### config.mk
export PLATFORM = sky130hd
export DESIGN_NAME = mxbus_rd_arbiter_flat
export DESIGN_NICKNAME = d
export VERILOG_FILES = /design/src/rtl/mxbus_rd_if.sv /design/src/rtl/mxbus_rd_arbiter.sv /design/src/flat_wrapper.sv
export SDC_FILE = /design/constraint.sdc
export NUM_CORES = 1
export LEC_CHECK = 0
export BUFFER_PORTS_ARGS = -buffer_cell sky130_fd_sc_hd__buf_4
export CORE_MARGIN = 1.5
export CORE_UTILIZATION = 44
export DETAILED_ROUTE_END_ITERATION = 7
export MAX_ROUTING_LAYER = met4
export PLACE_DENSITY = 0.91
export SLEW_MARGIN = 5
export SYNTH_ARGS = -nofsm -noshare
export SYNTH_HDL_FRONTEND = slang
export SYNTH_SLANG_ARGS = --single-unit
### constraint.sdc
create_clock -name clk -period 2.6 [get_ports clk]
set_input_delay 0.78 -clock clk [delete_from_list [all_inputs] [get_ports clk]]
set_output_delay 0.78 -clock clk [all_outputs]
set_load 0.01 [all_outputs]
### src/rtl/mxbus_rd_if.sv
// mxbus_rd_if: one MX bus read port (request/address out, ack/ready/data/cpl back)
// Signals:
//   txn_start  request, held by the master until txn_ack
//   addr       read address, held alongside txn_start
//   txn_ack    1-cycle accept pulse
//   ready      qualifies data
//   data       read data
//   txn_cpl    1-cycle completion pulse, with or after the last ready
// Modports: master issues requests, slave answers them.
interface mxbus_rd_if #(
    parameter int ADDR_WIDTH = 8,
    parameter int DATA_WIDTH = 8
);
    logic                  txn_start;
    logic [ADDR_WIDTH-1:0] addr;
    logic                  txn_ack;
    logic                  ready;
    logic [DATA_WIDTH-1:0] data;
    logic                  txn_cpl;

    modport master (output txn_start, addr, input txn_ack, ready, data, txn_cpl);
    modport slave  (input txn_start, addr, output txn_ack, ready, data, txn_cpl);
endinterface

### src/rtl/mxbus_rd_arbiter.sv
// mxbus_rd_arbiter: two-master, one-slave MX bus read arbiter with timeout watchdog
// Ports:
//   clk          system clock, all logic on posedge
//   rst          synchronous active-low reset
//   m0, m1       master-facing read ports (instruction fetch, data read)
//   s0           slave-facing read port (shared RAM)
//   grant        one-hot owner: bit0 = m0, bit1 = m1
//   timeout_err  sticky, set on any watchdog expiry, cleared only by reset
module mxbus_rd_arbiter #(
    parameter int ADDR_WIDTH     = 8,
    parameter int DATA_WIDTH     = 8,
    parameter int FIXED_PRIORITY = 0,
    parameter int TIMEOUT_CYCLES = 64
) (
    input  logic             clk,
    input  logic             rst,
    mxbus_rd_if.slave        m0,
    mxbus_rd_if.slave        m1,
    mxbus_rd_if.master       s0,
    output logic [1:0]       grant,
    output logic             timeout_err
);
    localparam logic [1:0] IDLE  = 2'd0;
    localparam logic [1:0] REQ   = 2'd1;
    localparam logic [1:0] DATA  = 2'd2;
    localparam logic [1:0] FLUSH = 2'd3;
    localparam int CW = TIMEOUT_CYCLES > 1 ? $clog2(TIMEOUT_CYCLES) : 1;
    localparam logic [CW-1:0] LAST = CW'(TIMEOUT_CYCLES > 0 ? TIMEOUT_CYCLES - 1 : 0);

    logic [1:0]            state;
    logic [CW-1:0]         cnt;
    logic                  last_grant;
    logic                  s_start;
    logic [ADDR_WIDTH-1:0] s_addr;
    logic                  busy;
    logic                  expire;
    logic                  pick1;
    logic                  ack_v;
    logic                  rdy_v;
    logic                  cpl_v;
    logic [DATA_WIDTH-1:0] data_v;

    assign busy   = state == REQ || state == DATA;
    // a slave cpl in the expiry cycle wins over the watchdog
    assign expire = TIMEOUT_CYCLES != 0 && busy && cnt == LAST && !s0.txn_cpl;
    // last_grant: 0 = m0, 1 = m1; m1 wins a tie only in round-robin after an m0 turn
    assign pick1  = m1.txn_start && (!m0.txn_start || (FIXED_PRIORITY == 0 && !last_grant));

    // on expiry the arbiter fabricates the response itself
    always_comb begin
        ack_v  = expire ? state == REQ : state == REQ && s0.txn_ack;
        rdy_v  = expire || s0.ready;
        cpl_v  = expire || s0.txn_cpl;
        data_v = expire ? '1 : s0.data;
    end

    // grant is zero outside REQ/DATA, so FLUSH and IDLE forward nothing
    assign m0.txn_ack = grant[0] && ack_v;
    assign m0.ready   = grant[0] && rdy_v;
    assign m0.data    = grant[0] ? data_v : '0;
    assign m0.txn_cpl = grant[0] && cpl_v;
    assign m1.txn_ack = grant[1] && ack_v;
    assign m1.ready   = grant[1] && rdy_v;
    assign m1.data    = grant[1] ? data_v : '0;
    assign m1.txn_cpl = grant[1] && cpl_v;

    assign s0.txn_start = s_start;
    assign s0.addr      = s_addr;

    always_ff @(posedge clk) begin
        if (!rst) begin
            state       <= IDLE;
            grant       <= '0;
            s_start     <= 1'b0;
            s_addr      <= '0;
            last_grant  <= 1'b1;
            cnt         <= '0;
            timeout_err <= 1'b0;
        end else begin
            case (state)
                IDLE: begin
                    if (m0.txn_start || m1.txn_start) begin
                        grant   <= pick1 ? 2'b10 : 2'b01;
                        s_addr  <= pick1 ? m1.addr : m0.addr;
                        s_start <= 1'b1;
                        cnt     <= '0;
                        state   <= REQ;
                    end
                end
                REQ, DATA: begin
                    cnt <= cnt + 1'b1;
                    if (state == REQ && s0.txn_ack) begin
                        s_start <= 1'b0;
                        state   <= DATA;
                    end
                    if (s0.txn_cpl || expire) begin
                        last_grant <= grant[1];
                        grant      <= '0;
                        s_start    <= 1'b0;
                        cnt        <= '0;
                        state      <= expire ? FLUSH : IDLE;
                    end
                    if (expire) timeout_err <= 1'b1;
                end
                default: begin
                    // FLUSH: swallow the abandoned transaction's late response
                    cnt <= cnt + 1'b1;
                    if (s0.txn_cpl || cnt == LAST) state <= IDLE;
                end
            endcase
        end
    end
endmodule
### src/flat_wrapper.sv
// flat-port wrapper written by rule: the top's interface ports become plain ports
module mxbus_rd_arbiter_flat 
#(
    parameter int ADDR_WIDTH     = 8,
    parameter int DATA_WIDTH     = 8,
    parameter int FIXED_PRIORITY = 0,
    parameter int TIMEOUT_CYCLES = 64
)
  (clk, rst, grant, timeout_err, m0_txn_start, m0_addr, m0_txn_ack, m0_ready, m0_data, m0_txn_cpl, m1_txn_start, m1_addr, m1_txn_ack, m1_ready, m1_data, m1_txn_cpl, s0_txn_start, s0_addr, s0_txn_ack, s0_ready, s0_data, s0_txn_cpl);
  mxbus_rd_if #(.ADDR_WIDTH(ADDR_WIDTH), .DATA_WIDTH(DATA_WIDTH)) m0_i ();
  mxbus_rd_if #(.ADDR_WIDTH(ADDR_WIDTH), .DATA_WIDTH(DATA_WIDTH)) m1_i ();
  mxbus_rd_if #(.ADDR_WIDTH(ADDR_WIDTH), .DATA_WIDTH(DATA_WIDTH)) s0_i ();
  input  logic clk;
  input  logic rst;
  output logic [1:0] grant;
  output logic timeout_err;
  input wire logic [$bits(m0_i.txn_start)-1:0] m0_txn_start;
  input wire logic [$bits(m0_i.addr)-1:0] m0_addr;
  output wire logic [$bits(m0_i.txn_ack)-1:0] m0_txn_ack;
  output wire logic [$bits(m0_i.ready)-1:0] m0_ready;
  output wire logic [$bits(m0_i.data)-1:0] m0_data;
  output wire logic [$bits(m0_i.txn_cpl)-1:0] m0_txn_cpl;
  input wire logic [$bits(m1_i.txn_start)-1:0] m1_txn_start;
  input wire logic [$bits(m1_i.addr)-1:0] m1_addr;
  output wire logic [$bits(m1_i.txn_ack)-1:0] m1_txn_ack;
  output wire logic [$bits(m1_i.ready)-1:0] m1_ready;
  output wire logic [$bits(m1_i.data)-1:0] m1_data;
  output wire logic [$bits(m1_i.txn_cpl)-1:0] m1_txn_cpl;
  output wire logic [$bits(s0_i.txn_start)-1:0] s0_txn_start;
  output wire logic [$bits(s0_i.addr)-1:0] s0_addr;
  input wire logic [$bits(s0_i.txn_ack)-1:0] s0_txn_ack;
  input wire logic [$bits(s0_i.ready)-1:0] s0_ready;
  input wire logic [$bits(s0_i.data)-1:0] s0_data;
  input wire logic [$bits(s0_i.txn_cpl)-1:0] s0_txn_cpl;
  assign m0_i.txn_start = m0_txn_start;
  assign m0_i.addr = m0_addr;
  assign m0_txn_ack = m0_i.txn_ack;
  assign m0_ready = m0_i.ready;
  assign m0_data = m0_i.data;
  assign m0_txn_cpl = m0_i.txn_cpl;
  assign m1_i.txn_start = m1_txn_start;
  assign m1_i.addr = m1_addr;
  assign m1_txn_ack = m1_i.txn_ack;
  assign m1_ready = m1_i.ready;
  assign m1_data = m1_i.data;
  assign m1_txn_cpl = m1_i.txn_cpl;
  assign s0_txn_start = s0_i.txn_start;
  assign s0_addr = s0_i.addr;
  assign s0_i.txn_ack = s0_txn_ack;
  assign s0_i.ready = s0_ready;
  assign s0_i.data = s0_data;
  assign s0_i.txn_cpl = s0_txn_cpl;
  mxbus_rd_arbiter #(.ADDR_WIDTH(ADDR_WIDTH), .DATA_WIDTH(DATA_WIDTH), .FIXED_PRIORITY(FIXED_PRIORITY), .TIMEOUT_CYCLES(TIMEOUT_CYCLES)) u_core (.clk(clk), .rst(rst), .m0(m0_i), .m1(m1_i), .s0(s0_i), .grant(grant), .timeout_err(timeout_err));
endmodule
==> metrics, run 1 <==
Req. time, crit path 1.82 ns; GRT overflow 0; Worst Setup SP u_core.cnt[0]; Post-synth ARST share 0%; Power Total 1330 uW; r2r setup slk between 0.6 and 0.7 ns; hpwl dp 2320 microns; Yosys top cell area share 35.3%; CTS root buf clkbuf_4; Final Hold Fails 0; worst r2r dst u_core.cnt[2]; Crit Path Class flop to output port; Worst Tran Pin Value slightly above 0.5 ns; Clk network pwr share 11.8%; Sw Ratio 37.9%; DR vias 1308; CTS sink cnt 21; power share of the combinational group 54.0%; P_int 829 uW; crit start category flop; IO Pins 65; routed vias/inst ~5.3; number of max-cap violations 0; clock tree buffer depth 2; slew margin rel. 66.4%; fin nets 254; Worst R2R Start u_core.state[0]; minimum clock period roughly 2.6 ns; Syn Nets 181; RD Place Congestion 0.849; Hold-fix buffers, CTS 0; initial antenna violation count 0; Pre-antenna DRT Iters 4; wire length per cell 13.1 microns; Leak Pwr 0.000963 uW; Reg area approximately 430 sq um; Avg Cell Area, Syn 8.17 sq um; most common cell after layout, fill and taps aside buf_4; PortBufs 64; Worst Hold Class flop to flop; H-tree depth 1; Yosys top cell by area dfxtp_1; Antenna Nets Post-Route 0; Core Rows 18; most frequent cells in the layout 73 x buf_4, 33 x nor2_1, 17 x dfxtp_1, 14 x nand2_1, 10 x mux2i_1; WL final 3240 microns; clk slew on worst S/H paths 0.12 ns; Initial DRC Count 38; CP endpoint kind output port; Psw 505 uW; CTS tree yes; RSZ-0062 raised after global routing true; status completed; largest net degree at the start of global routing 22; Seq/Total Area, Yosys 35.3%; Die Area ~3000 sq um; final setup fails 0; area of the multi-input gates 762 sq um; cells after synthesis 146; Seq pwr share 34.2%; clk_lat worst skew about 0.3 ns; Yosys cell types 37; Peak Freq 0.392 GHz; DRC viols 0; Top FF cell, synth dfxtp_1; CP Capture Point m0_ready; share of cells above drive strength 1 45.0%; initial core utilization 47.3%; Die Y 55.1 microns; Max rail drop VDD 0.000563 V; number of global-route vias before repair 1025; Area Growth Syn to Fin 54.5%; Syn. warnings 0; first-pass GRT wire length 4200 microns; Yosys reg bits 21; core region area 2520 sq um; cts bufs inserted 3; dpl cells 238; total track usage 19.7%; Layout Skew 0.00210 ns; DIE WIDTH 55.1 microns; crit path max fanout 4; R2R depth 6; period utilization 98.2%; Finished Layout Cells 248; top cells by area, synth dfxtp_1 35%, nor2_1 11%, mux2i_1 8.4%; Post-synth EDFFs 0; antenna cells 0; Synth Cell Area 1190 sq um; count of pins over their slew limit 0; P per Cell Area around 720 nW/um^2; Fillers ~180; Arrival @ worst endpoint 1.77 ns
sequential cells by signal (all words and copies together) (netlist names):
name and count:
u_core.s0.addr 8, u_core.cnt 6, u_core.grant 2, u_core.state 2
u_core.last_grant 1, u_core.s0.txn_start 1, u_core.timeout_err 1
routing by layer:
layer	vias up	wire [microns]	track usage [%]	part of all wire, %
met1	596	1270	23.6	39
met3	6	265	2.15	8.2
li1	646	-	-	-
met5	-	0	-	0
met2	60	1660	34.3	51
met4	0	43	6.91	1.3
Yosys cell counts (2+ instances only):
master / instances
o21a_1: 2
buf_2: 3
inv_1: 5
nor2_1: 35
nand2_1: 14
dfxtp_1: 21
mux2i_1: 10
a31o_1: 2
a21oi_1: 4
o21ai_0: 4
clkbuf_1: 2
and3_1: 3
o211a_1: 8
nor2b_1: 3
nand3_1: 2
ha_1: 4
xor2_1: 4
worst min-delay path by stage:
stage | start | to | cells past startpoint
final | u_core.timeout_err | u_core.timeout_err | 1
after global routing | u_core.state[1] | u_core.state[1] | 2
after CTS | u_core.timeout_err | u_core.timeout_err | 1
after detailed placement | u_core.timeout_err | u_core.timeout_err | 1
after global placement | u_core.timeout_err | u_core.timeout_err | 1
after floorplan | u_core.state[1] | u_core.state[1] | 2
power by group through the flow:
stage,Clock (uW),Combinational (uW),Sequential [uW]
3_3_place_gp,0,635,454
3_5_place_dp,0,643,460
5_1_grt,178,783,465
6_report,157,721,457
4_1_cts,163,662,452
2_1_floorplan,0,358,476
kinds of logic after synthesis:
logic type / count (synthesis) / synth area share (%)
buffers and inverters: 12 / 4.72
adder cells (fa/ha/maj): 4 / 4.20
XOR/XNOR: 5 / 3.67
AND/OR/NAND/NOR: 67 / 26.3
AO/OA/AOI/OAI: 27 / 17.4
multiplexers: 10 / 8.39
flip-flops: 21 / 35.3
layout make-up:
cell class | count | area share (%)
inverter | 5 | 1.02
sequential | 21 | 23.1
clock buffer | 3 | 1.22
multi-input combinational | 113 | 41.4
tap | 30 | 2.04
timing repair buffer | 75 | 31.0
clock inverter | 1 | 0.272
worst max-delay path, stage by stage, from the launching register on:
cell	delay, ns
dfxtp_2	0.36
ha_2	0.21
nand3_1	0.15
nor3_4	0.30
buf_6	0.16
nor2_1	0.05
nor2b_1	0.11
buf_4	0.13
timing repair:
item,in CTS,in global routing
pin swaps,1,3
buffers inserted,2,4
gates cloned,0,0
gates resized for setup,2,15
setup endpoints to repair,20,20
per-stage QoR:
step	setup WS (ns)	setup TNS, ns	hold slack (ns)	utilization [%]	area, sq um
after floorplan	0.124	0	0.451	-	1190
after global placement	-0.0137	-0.0320	0.447	67.8	1710
after detailed placement	-0.0698	-0.760	0.459	67.8	1710
after CTS	0.00741	0	0.488	69.7	1760
after global routing	-0.0543	-0.512	0.501	73.0	1840
final	0.0474	0	0.481	73.0	1840
(Power assumes the default switching activity.)
==> run 2: changes to the inputs <==
Settings changed: BUFFER_PORTS_ARGS -buffer_cell sky130_fd_sc_hd__buf_4 to default, CORE_UTILIZATION 44 to 45, DONT_BUFFER_PORTS from default to 1, PLACE_DENSITY 0.91 to 0.72, RECOVER_POWER from default to 25.
==> run 2 against run 1 <==
Sequential share of layout area up 8.1 points. Fmax up 1.8%. Via count down 20%. Combinational power down 31%. Global-route usage down 0.71 points. Clock skew up 0.0040 ns. Final cell count down 28%.
==> metrics, run 2 (synthesis gave the netlist of run 1 again) <==
CTS root buf clkbuf_4; Worst Tran Pin Value 0.477 ns; initial antenna violation count 0; slowest CP cell dfxtp_2; final setup fails 0; setup TNS 0 ns; Worst Hold Class flop to flop; number of max-cap violations 0; count of pins over their slew limit 0; Hold-fix buffers, CTS 0; minimum clock period about 2.5 ns; max reg flops 8; Area Growth Syn to Fin 14.0%; worst r2r dst u_core.cnt[3]; Antenna Nets Post-Route 0; pre-CTS setup slack 0.0865 ns; RD Place Congestion 0.812; CTS sink cnt 21; Arrival @ worst endpoint 1.73 ns; Hold WS around 0.49 ns; DP Area 1230 sq um; status completed; total track usage 19.0%; Sw Ratio 40.9%; most frequent cells in the layout 19 x nor2_2, 18 x dfxtp_1, 16 x nor2_1, 14 x nand2_1, 10 x mux2i_1; Seq pwr share a little over two fifths; largest net degree at the start of global routing 22; CP endpoint kind output port; Pre-antenna DRT Iters 3; Final Hold Fails 0; routed vias/inst 5.83; final setup margin 0.0931 ns; fin nets between 150 and 200; period utilization 96.4%; crit start category flop; Hold Path Cell Cnt 2; crit path max fanout 4; Worst R2R Start u_core.state[0]; DR vias 1043; first-pass GRT wire length 3950 microns; most common cell after layout, fill and taps aside nor2_2; Peak Freq approximately 0.4 GHz; Core Rows 18; Max rail drop VDD just over 0.0005 V; H-tree depth 1; R2R depth 6; Psw 469 uW; Layout Skew roughly 0.0061 ns; GRT overflow 0; CP Cell Sequence inv_1, ha_4, nand2b_4, nor3_4, buf_4, nor2_1, nor2_1; DIE WIDTH ~54 microns; RSZ-0062 raised after global routing false; Die Y between 50 and 60 microns; min-delay src u_core.state[1]; number of global-route vias before repair 939; cts bufs inserted 3; initial core utilization 47.7%; CTS tree yes; slew margin rel. ~68%; hpwl dp 2060 microns; power share of the combinational group 43.3%; core region area 2500 sq um; share of cells above drive strength 1 29.5%; CP peak stage delay 0.38 ns; P_int about 680 uW; Fillers between 200 and 250; Die Area slightly below 3000 sq um; clock tree buffer depth 2; Req. time, crit path 1.82 ns; antenna cells 0; Leak Pwr 0.000610 uW; P per Cell Area roughly 840 nW/um^2; WL final 2730 microns; CP most frequent cell nor2_1; clk slew on worst S/H paths between 0.1 and 0.15 ns; Initial DRC Count 4; hold endpoint u_core.state[1]; PortBufs 0; Finished Cell Area 1360 sq um; wire length per cell 15.2 microns; Crit Path Class flop to output port; Clk network pwr share 13.8%; IO Pins 65; clk_lat worst skew around 0.31 ns; DRC viols 0; r2r setup slk 0.67 ns
==> run 2: critical path, delay by kind of cell, from the launching register on <==
kind | cells | cell delay (ns)
DFF | 1 | 0.38
adders and majority gates | 1 | 0.28
buffers and inverters | 2 | 0.24
and+or+nand+nor | 4 | 0.52
==> run 2: layout make-up <==
cell class	count	area (sq um)	share of cell area, %
repair buffers	6	48.8	3.59
flip-flops and latches	21	424	31.2
well taps	30	37.5	2.76
inverters	5	18.8	1.38
clock inverters	1	5.00	0.368
multi-input cells	113	802	59.0
clock buffers	3	22.5	1.66
==> run 2: through the flow <==
stage | power [uW] | instances | util (%)
6_report | 1150 | 179 | 54.4
5_1_grt | 1230 | 179 | 54.4
4_1_cts | 1100 | 178 | 51.1
3_5_place_dp | 930 | 174 | 49.2
3_3_place_gp | 907 | 174 | 49.2
2_1_floorplan | 834 | 146 | -
==> run 2: power groups by stage <==
stage | clock, uW | sequential (uW) | combinational, uW
floorplan | 0 | 476 | 358
global placement | 0 | 493 | 414
detailed placement | 0 | 497 | 433
CTS | 164 | 489 | 444
global route | 175 | 505 | 554
finish | 158 | 492 | 497
==> run 2: worst max-delay path by stage <==
stage | end | slack, ns | from
4_1_cts | m1_data[3] | 0.003 | u_core.state[0]
3_5_place_dp | m0_data[1] | 0.09 | s0_txn_cpl
6_report | m1_data[7] | 0.09 | u_core.state[0]
2_1_floorplan | m0_txn_ack | 0.12 | s0_txn_cpl
5_1_grt | m1_data[7] | 0.007 | u_core.cnt[1]
3_3_place_gp | m0_data[4] | 0.14 | s0_txn_cpl
==> run 2: timing repair <==
action                                  in CTS  in global routing
gates cloned                                 0                  0
resized for setup                            7                 23
pin swaps                                    1                  5
endpoints found under the setup margin      20                 18
setup buffers                                0                  1
==> run 2: routing by layer <==
layer	share of wire [%]	track usage (%)	vias up
met5	0	-	-
met4	1.5	7.50	0
met1	38	20.0	480
met3	9.7	5.19	5
met2	51	33.5	56
li1	-	-	502
